`src/rtl/if_stage.sv`:
```
// Instruction-fetch stage: owns the PC, drives a request/ready instruction memory port,
// and holds the IF/ID register, discarding wrong-path fetches after branch/jump redirects.
//
// state | meaning
// FETCH | request outstanding at pc; normal fetch/advance
// DRAIN | wrong-path request still in flight; wait for ready, then go to redirect_pc
// HOLD  | word fetched under stall is parked in skid; no request issued
module if_stage #(
  parameter logic [31:0] RESET_PC = 32'h0000_0000
) (
  input  logic        clk,
  input  logic        rst,
  input  logic        stall,
  input  logic        branch_taken,
  input  logic [31:0] branch_target,
  input  logic        jump,
  input  logic [31:0] jump_target,
  output logic        imem_req,
  output logic [31:0] imem_addr,
  input  logic        imem_ready,
  input  logic [31:0] imem_rdata,
  output logic [31:0] if_id_instr,
  output logic [31:0] if_id_pc_plus4,
  output logic        if_id_valid
);

  typedef enum logic [1:0] {
    FETCH = 2'd0,
    DRAIN = 2'd1,
    HOLD  = 2'd2
  } state_t;

  state_t      state, state_n;
  logic [31:0] pc, pc_n;
  logic [31:0] redirect_pc, redirect_pc_n;
  logic [31:0] skid_instr, skid_instr_n;
  logic [31:0] skid_pc4, skid_pc4_n;
  logic [31:0] instr_n, pc4_n;
  logic        valid_n;

  logic        redirect;
  logic [31:0] target;
  logic [31:0] pc_plus4;

  assign redirect = branch_taken | (jump & ~stall);
  assign target   = branch_taken ? branch_target : jump_target;
  assign pc_plus4 = pc + 32'd4;

  // Request depends only on state/pc so the address stays stable while waiting for ready.
  assign imem_req  = ~rst & (state != HOLD);
  assign imem_addr = {pc[31:2], 2'b00};

  always_ff @(posedge clk) begin
    if (rst) begin
      state          <= FETCH;
      pc             <= RESET_PC;
      redirect_pc    <= 32'h0;
      skid_instr     <= 32'h0;
      skid_pc4       <= 32'h0;
      if_id_instr    <= 32'h0;
      if_id_pc_plus4 <= 32'h0;
      if_id_valid    <= 1'b0;
    end else begin
      state          <= state_n;
      pc             <= pc_n;
      redirect_pc    <= redirect_pc_n;
      skid_instr     <= skid_instr_n;
      skid_pc4       <= skid_pc4_n;
      if_id_instr    <= instr_n;
      if_id_pc_plus4 <= pc4_n;
      if_id_valid    <= valid_n;
    end
  end

  always_comb begin
    state_n       = state;
    pc_n          = pc;
    redirect_pc_n = redirect_pc;
    skid_instr_n  = skid_instr;
    skid_pc4_n    = skid_pc4;
    instr_n       = if_id_instr;
    pc4_n         = if_id_pc_plus4;
    valid_n       = if_id_valid;

    case (state)
      FETCH: begin
        if (redirect) begin
          instr_n = 32'h0;
          valid_n = 1'b0;
          if (imem_ready) begin
            pc_n = target;
          end else begin
            redirect_pc_n = target;
            state_n       = DRAIN;
          end
        end else if (imem_ready) begin
          pc_n = pc_plus4;
          if (stall) begin
            skid_instr_n = imem_rdata;
            skid_pc4_n   = pc_plus4;
            state_n      = HOLD;
          end else begin
            instr_n = imem_rdata;
            pc4_n   = pc_plus4;
            valid_n = 1'b1;
          end
        end else if (!stall) begin
          instr_n = 32'h0;
          valid_n = 1'b0;
        end
      end

      DRAIN: begin
        instr_n = 32'h0;
        valid_n = 1'b0;
        if (redirect) redirect_pc_n = target;
        // A redirect arriving with ready is the newest target and must win.
        if (imem_ready) begin
          pc_n    = redirect ? target : redirect_pc;
          state_n = FETCH;
        end
      end

      HOLD: begin
        if (redirect) begin
          instr_n = 32'h0;
          valid_n = 1'b0;
          pc_n    = target;
          state_n = FETCH;
        end else if (!stall) begin
          instr_n = skid_instr;
          pc4_n   = skid_pc4;
          valid_n = 1'b1;
          state_n = FETCH;
        end
      end

      default: begin
        state_n = FETCH;
        instr_n = 32'h0;
        valid_n = 1'b0;
      end
    endcase
  end

endmodule
```
`config.mk`:
```
export PLATFORM = sky130hd
export DESIGN_NAME = if_stage
export DESIGN_NICKNAME = d
export VERILOG_FILES = /design/src/rtl/if_stage.sv
export SDC_FILE = /design/constraint.sdc
export NUM_CORES = 1
export LEC_CHECK = 0
export CAP_MARGIN = 20
export CORE_MARGIN = 2
export CORE_UTILIZATION = 40
export CTS_CLUSTER_SIZE = 8
export DETAILED_ROUTE_END_ITERATION = 16
export GPL_ROUTABILITY_DRIVEN = 0
export PLACE_DENSITY = 0.75
export SKIP_CTS_REPAIR_TIMING = 1
export SYNTH_ARGS = -nofsm -noshare
export SYNTH_HDL_FRONTEND = slang
export SYNTH_SLANG_ARGS = --single-unit
export TNS_END_PERCENT = 50
```
`constraint.sdc`:
```
create_clock -name clk -period 3.77 [get_ports clk]
set_input_delay 0.754 -clock clk [delete_from_list [all_inputs] [get_ports clk]]
set_output_delay 0.754 -clock clk [all_outputs]
set_load 0.005 [all_outputs]
```
# [Yosys cells after proc, flatten, opt, wreduce, memory -nomap -nowiden]
# Cells that the tools add are included.
[totals] out_inout_bits=98 in_bits=102 register_bits=195 word_cells=81
[classes] n_reduce_logical=10 n_eq_ne=18 n_mux=38 bitwise=6 n_addsub=1
[op_table] operator="32-bit 2-to-1 mux" count=20
[op_table] operator="32-bit one-hot mux with 2 select lines" count=3
[op_table] operator="32-bit one-hot mux with 3 select lines" count=1
[op_table] operator="32-bit by 3-bit adder with 32-bit output (second input constant)" count=1
[op_table] operator="2-bit inequality test (second input constant)" count=10
[op_table] operator="3-bit inequality test (second input constant)" count=5
[op_table] operator="2-bit 2-to-1 mux" count=7
[op_table] operator="4-bit AND reduction" count=2
[op_table] operator="2-bit one-hot mux with 3 select lines" count=1
[op_table] operator="6-bit AND reduction" count=1
[op_table] operator="1-bit 2-to-1 mux" count=5
[op_table] operator="5-bit AND reduction" count=1
[op_table] operator="4-bit inequality test (second input constant)" count=1
[op_table] operator="2-bit nonzero test" count=2
[op_table] operator="1-bit NOT" count=3
[op_table] operator="3-bit AND reduction" count=1
[op_table] operator="3-bit nonzero test" count=1
[op_table] operator="1-bit bitwise AND" count=2
[op_table] operator="2-bit by 1-bit equality test with 1-bit output (second input constant)" count=1
[op_table] operator="2-bit equality test (second input constant)" count=1
[op_table] operator="2-bit logical NOT" count=1
[op_table] operator="1-bit one-hot mux with 2 select lines" count=1
[op_table] operator="2-bit AND reduction" count=1
[op_table] operator="1-bit OR" count=1

# [Longest topological paths before layout]
[depth] depth_word=6 depth_mapped=10 ltp_nobuf=8

# [Least setup slack after synthesis]
# Ideal clock, no wire load.
[synth_timing] path_kind="input to register" start="in branch_taken" end="reg pc[9]" stages=9 setup_ns=0.125 path_slack_ns=1.423 path_buffers=3 arrival_time_ns=2.222 path_cell_list="clkbuf_1 -> buf_2 -> buf_2 -> mux2i_1 -> o21ai_0 -> o211ai_1 -> o21ai_0 -> a32oi_1 -> o21ai_0"
[synth_between] elab_chain_len=4
[synth_rtl] item="from (decl)" line="14" text="input logic branch_taken,"
[synth_rtl] item="32-bit 2-to-1 mux or 1-bit OR (tied branches)" line="46, 45"
[synth_rtl] item="32-bit 2-to-1 mux (on tied branches)" line="125, 90"
[synth_rtl] item="32-bit 2-to-1 mux (on tied branches)" line="118, 87"
[synth_rtl] item="32-bit one-hot mux with 3 select lines" line="85" text="case (state)"
[synth_rtl] item="to (signal assigned)" line="65" text="pc <= pc_n;"
[synth_rtl] item="to (decl)" line="34" text="logic [31:0] pc, pc_n;"
# Parallel ways exist; a longest one is shown, timed or not. The select of a mux whose other input is x is not followed.
# A chain may end at the register's enable or synchronous reset.

# [Worst setup path after layout]
[layout_timing] start="reg pc[2]" end="reg if_id_pc_plus4[26]"
[layout_between] elab_chain_len=5
[layout_rtl] item="32-bit by 3-bit adder with 32-bit output" line="47" text="assign pc_plus4 = pc + 32'd4;"
[layout_rtl] item="32-bit 2-to-1 mux" line="98" text="if (stall) begin"
[layout_rtl] item="32-bit 2-to-1 mux" line="96" text="end else if (imem_ready) begin"
[layout_rtl] item="32-bit 2-to-1 mux" line="87" text="if (redirect) begin"
[layout_rtl] item="32-bit one-hot mux with 2 select lines" line="85"
[layout_rtl] item="to (signal assigned)" line="70" text="if_id_pc_plus4 <= pc4_n;"
[layout_rtl] item="to (decl)" line="23" text="output logic [31:0] if_id_pc_plus4,"
# Every way passes these cells. The select of a mux whose other input is x is not followed.

==> summary.md <==
| Metric | Value |
|---|---|
| Routed Wire Length | `30.8 mm` |
| CTS Buf Count | `17` |
| Starting Density | `40.5%` |
| Max-slew violations | `0` |
| DP HPWL | `21.1 mm` |
| I/O pin cnt | `200` |
| Synth Instances | `1241` |
| Sink Count | `195` |
| Slowest stage cell on the critical path | `nor4_2` |
| Post-synth EDFFs | `0` |
| Max-cap violations | `0` |
| Antenna cells | `0` |
| Synth Register Bits | `195` |
| Synth warn | `0` |
| Overall Power | `5600 µW` |
| CTS max path bufs | `2` |
| Worst reg2reg path depth | `7` |
| Static leakage | `0.00452 µW` |
| Root Driver | `clkbuf_16` |
| Via count | `9818` |
| Max stage delay on crit path | `750 ps` |
| Async SR Flop Fraction | `0%` |
| Overall Global Routing Usage | `23.5%` |
| Residual DRC | `0` |
| First-pass GRT wire length | `48.9 mm` |
| Number of port buffers | `197` |
| Status | `complete, no violations` |
| Worst Path Max Fanout | `8` |
| CP arrival | `3210 ps` |
| Cell Rows | `57` |
| DP Cell Count | `1662` |
| IR drop worst, VDD | `0.331 mV` |
| Period utilisation layout | `75.2%` |
| Pwr dens | `448 nW/µm²` |
| Die span in y | `160 µm` |
| Setup Viol. Count Final | `0` |
| Top_reg_cell synth | `dfxtp_1` |
| Sequential area share after synthesis | `39.9%` |
| Cell area after synthesis | `9790 µm²` |
| Share of cells above drive strength 1 | `6.86%` |
| Core region area | `24200 µm²` |
| Worst Path Required | `4140 ps` |
| CTS tree | `done` |
| Cell Count, Final, Fillers Out | `1694` |
| Final Hold Viols | `0` |
| Clock Latency Late Sink | `450 ps` |
| Vias per cell | `5.80` |
| Vias in the first global route | `9000` |
| Starting DRC count in detailed routing | `1104` |
| Average size of a mapped cell | `7.89 µm²` |
| Flop2flop setup slack | `940 ps` |
| Worst Setup End Kind | `register` |
| Post-synthesis cell type count | `67` |
| Worst-margin pin slew | `878 ps` |
| First-pass iteration count of the detailed router | `6` |
| Setup tns final | `0 ps` |
| Die Footprint | `25800 µm²` |
| Hold path depth | `2` |
| Maximum clock frequency | `353 MHz` |
| Overflow after GRT | `0` |
| Slew HR | `41.3%` |
| Critical path class | `reg2reg` |
| Final setup margin | `936 ps` |
| Crit start category | `register` |
| Skew final | `12.9 ps` |
| Fillers | `2215` |
| Initial antenna violation count | `0` |
| Tightest Hold Check Type | `reg2reg` |
| Clock slew at reported path FFs | `80 ps` |
| Area Overhead vs Synth | `27.5%` |
| Die X | `160 µm` |
| WL/cell | `18.2 µm` |
| Min Tclk post-route | `2830 ps` |
| Antenna-violating nets left | `0` |
| Setup slack after placement | `685 ps` |
| H-tree depth | `4` |
| Net count, final | `1464` |
| RSZ-0062 raised after global routing | `false` |
| Largest net degree at the start of global routing | `66` |
| Worst-path cell chain | `ha_1 > nand3_2 > nor4_2 > nand4_1 > xnor2_1 > o211ai_1 > a21oi_1` |
| Most used cells in the layout excluding fill and tap cells | `dfxtp_1, clkdlybuf4s50_1, nand2_1` |
[worst max-delay path: cells and delay by family, from the launching register on]
kind / cells / cell delay [ps]
AO/OA/AOI/OAI: 2 / 390
adder cells (fa/ha/maj): 1 / 260
flip-flops: 1 / 510
AND/OR/NAND/NOR: 3 / 1160
XOR/XNOR: 1 / 440
[metrics by stage]
| stage | area (µm²) | hold slack (ps) | util [%] |
|---|---|---|---|
| floorplan | 9800 | 436 | - |
| global placement | 11800 | 441 | 48.9 |
| detailed placement | 11800 | 443 | 48.9 |
| global route | 12500 | 472 | 51.6 |
| finish | 12500 | 452 | 51.6 |
| CTS | 12500 | 454 | 51.6 |
[per-layer routing]
layer  share of wire, %  wire [µm]  track usage (%)  vias up
met4                3.8       1160             9.38        0
met2                 45      13900             37.0      511
met5                  0          0                0        -
li1                   -          -                -     4636
met1                 42      12900             31.3     4594
met3                9.1       2800             5.19       77
[layout make-up]
class	count	area, µm²	share of cell area [%]
clock buffer	17	425	3.41
clock inverter	15	228	1.82
inverter	12	45.0	0.361
multi-input combinational	901	5240	42.0
sequential	195	3900	31.3
tap	324	405	3.25
timing repair buffer	230	2240	17.9
[state kept, by name (all words and copies together) (netlist names)]
signal	count
redirect_pc	32
skid_instr	32
pc	32
if_id_pc_plus4	32
if_id_valid	1
skid_pc4	32
if_id_instr	32
state	2
[logic make-up after synthesis]
logic type | synth area share (%)
compound gates | 25.8
xor+xnor | 2.50
fa+ha+maj | 0.639
buf+inv | 7.01
flops | 39.9
mux | 4.46
other cells | 0.0383
simple gates | 19.6
[synth_stat cells, drive strengths merged (3+ instances only)]
| library cell | number | area [µm²] |
|---|---|---|
| dfxtp | 195 | 3900 |
| nand2 | 186 | 698 |
| nor2 | 150 | 563 |
| a21oi | 96 | 480 |
| clkbuf | 80 | 300 |
| o21ai | 66 | 330 |
| buf | 54 | 342 |
| a211oi | 43 | 323 |
| a22o | 38 | 333 |
| a22oi | 38 | 285 |
| mux2i | 38 | 380 |
| nand3 | 34 | 185 |
| nor3 | 32 | 165 |
| o211ai | 24 | 180 |
| a31oi | 18 | 113 |
| xnor2 | 17 | 149 |
| nand2b | 12 | 75.1 |
| xor2 | 11 | 96.3 |
| inv | 10 | 37.5 |
| nand4 | 10 | 68.8 |
| o211a | 7 | 70.1 |
| and3 | 6 | 37.5 |
| o21bai | 6 | 45.0 |
| a221oi | 5 | 43.8 |
| a311oi | 5 | 43.8 |
| ha | 5 | 62.6 |
| mux2 | 5 | 56.3 |
| nor4 | 5 | 58.8 |
| a2111oi | 3 | 32.5 |
| o31ai | 3 | 22.5 |
[power breakdown]
part | total, µW | switching (µW) | leakage, µW | internal [µW]
sequential | 2380 | 175 | 0.00159 | 2200
combinational | 1250 | 709 | 0.00262 | 545
clock | 1960 | 978 | 0.000314 | 986
total | 5600 | 1860 | 0.00452 | 3740
[final timing paths]
| check | start | endpoint |
|---|---|---|
| min reg2reg | if_id_pc_plus4[8]$_SDFFE_PP0P_ | if_id_pc_plus4[8]$_SDFFE_PP0P_ |
| max | pc[2]$_SDFFE_PP0P_ | if_id_pc_plus4[26]$_SDFFE_PP0P_ |
| min | if_id_pc_plus4[8]$_SDFFE_PP0P_ | if_id_pc_plus4[8]$_SDFFE_PP0P_ |
| max reg2reg | pc[2]$_SDFFE_PP0P_ | if_id_pc_plus4[26]$_SDFFE_PP0P_ |
Note: power is estimated with default switching activity, not from simulation.
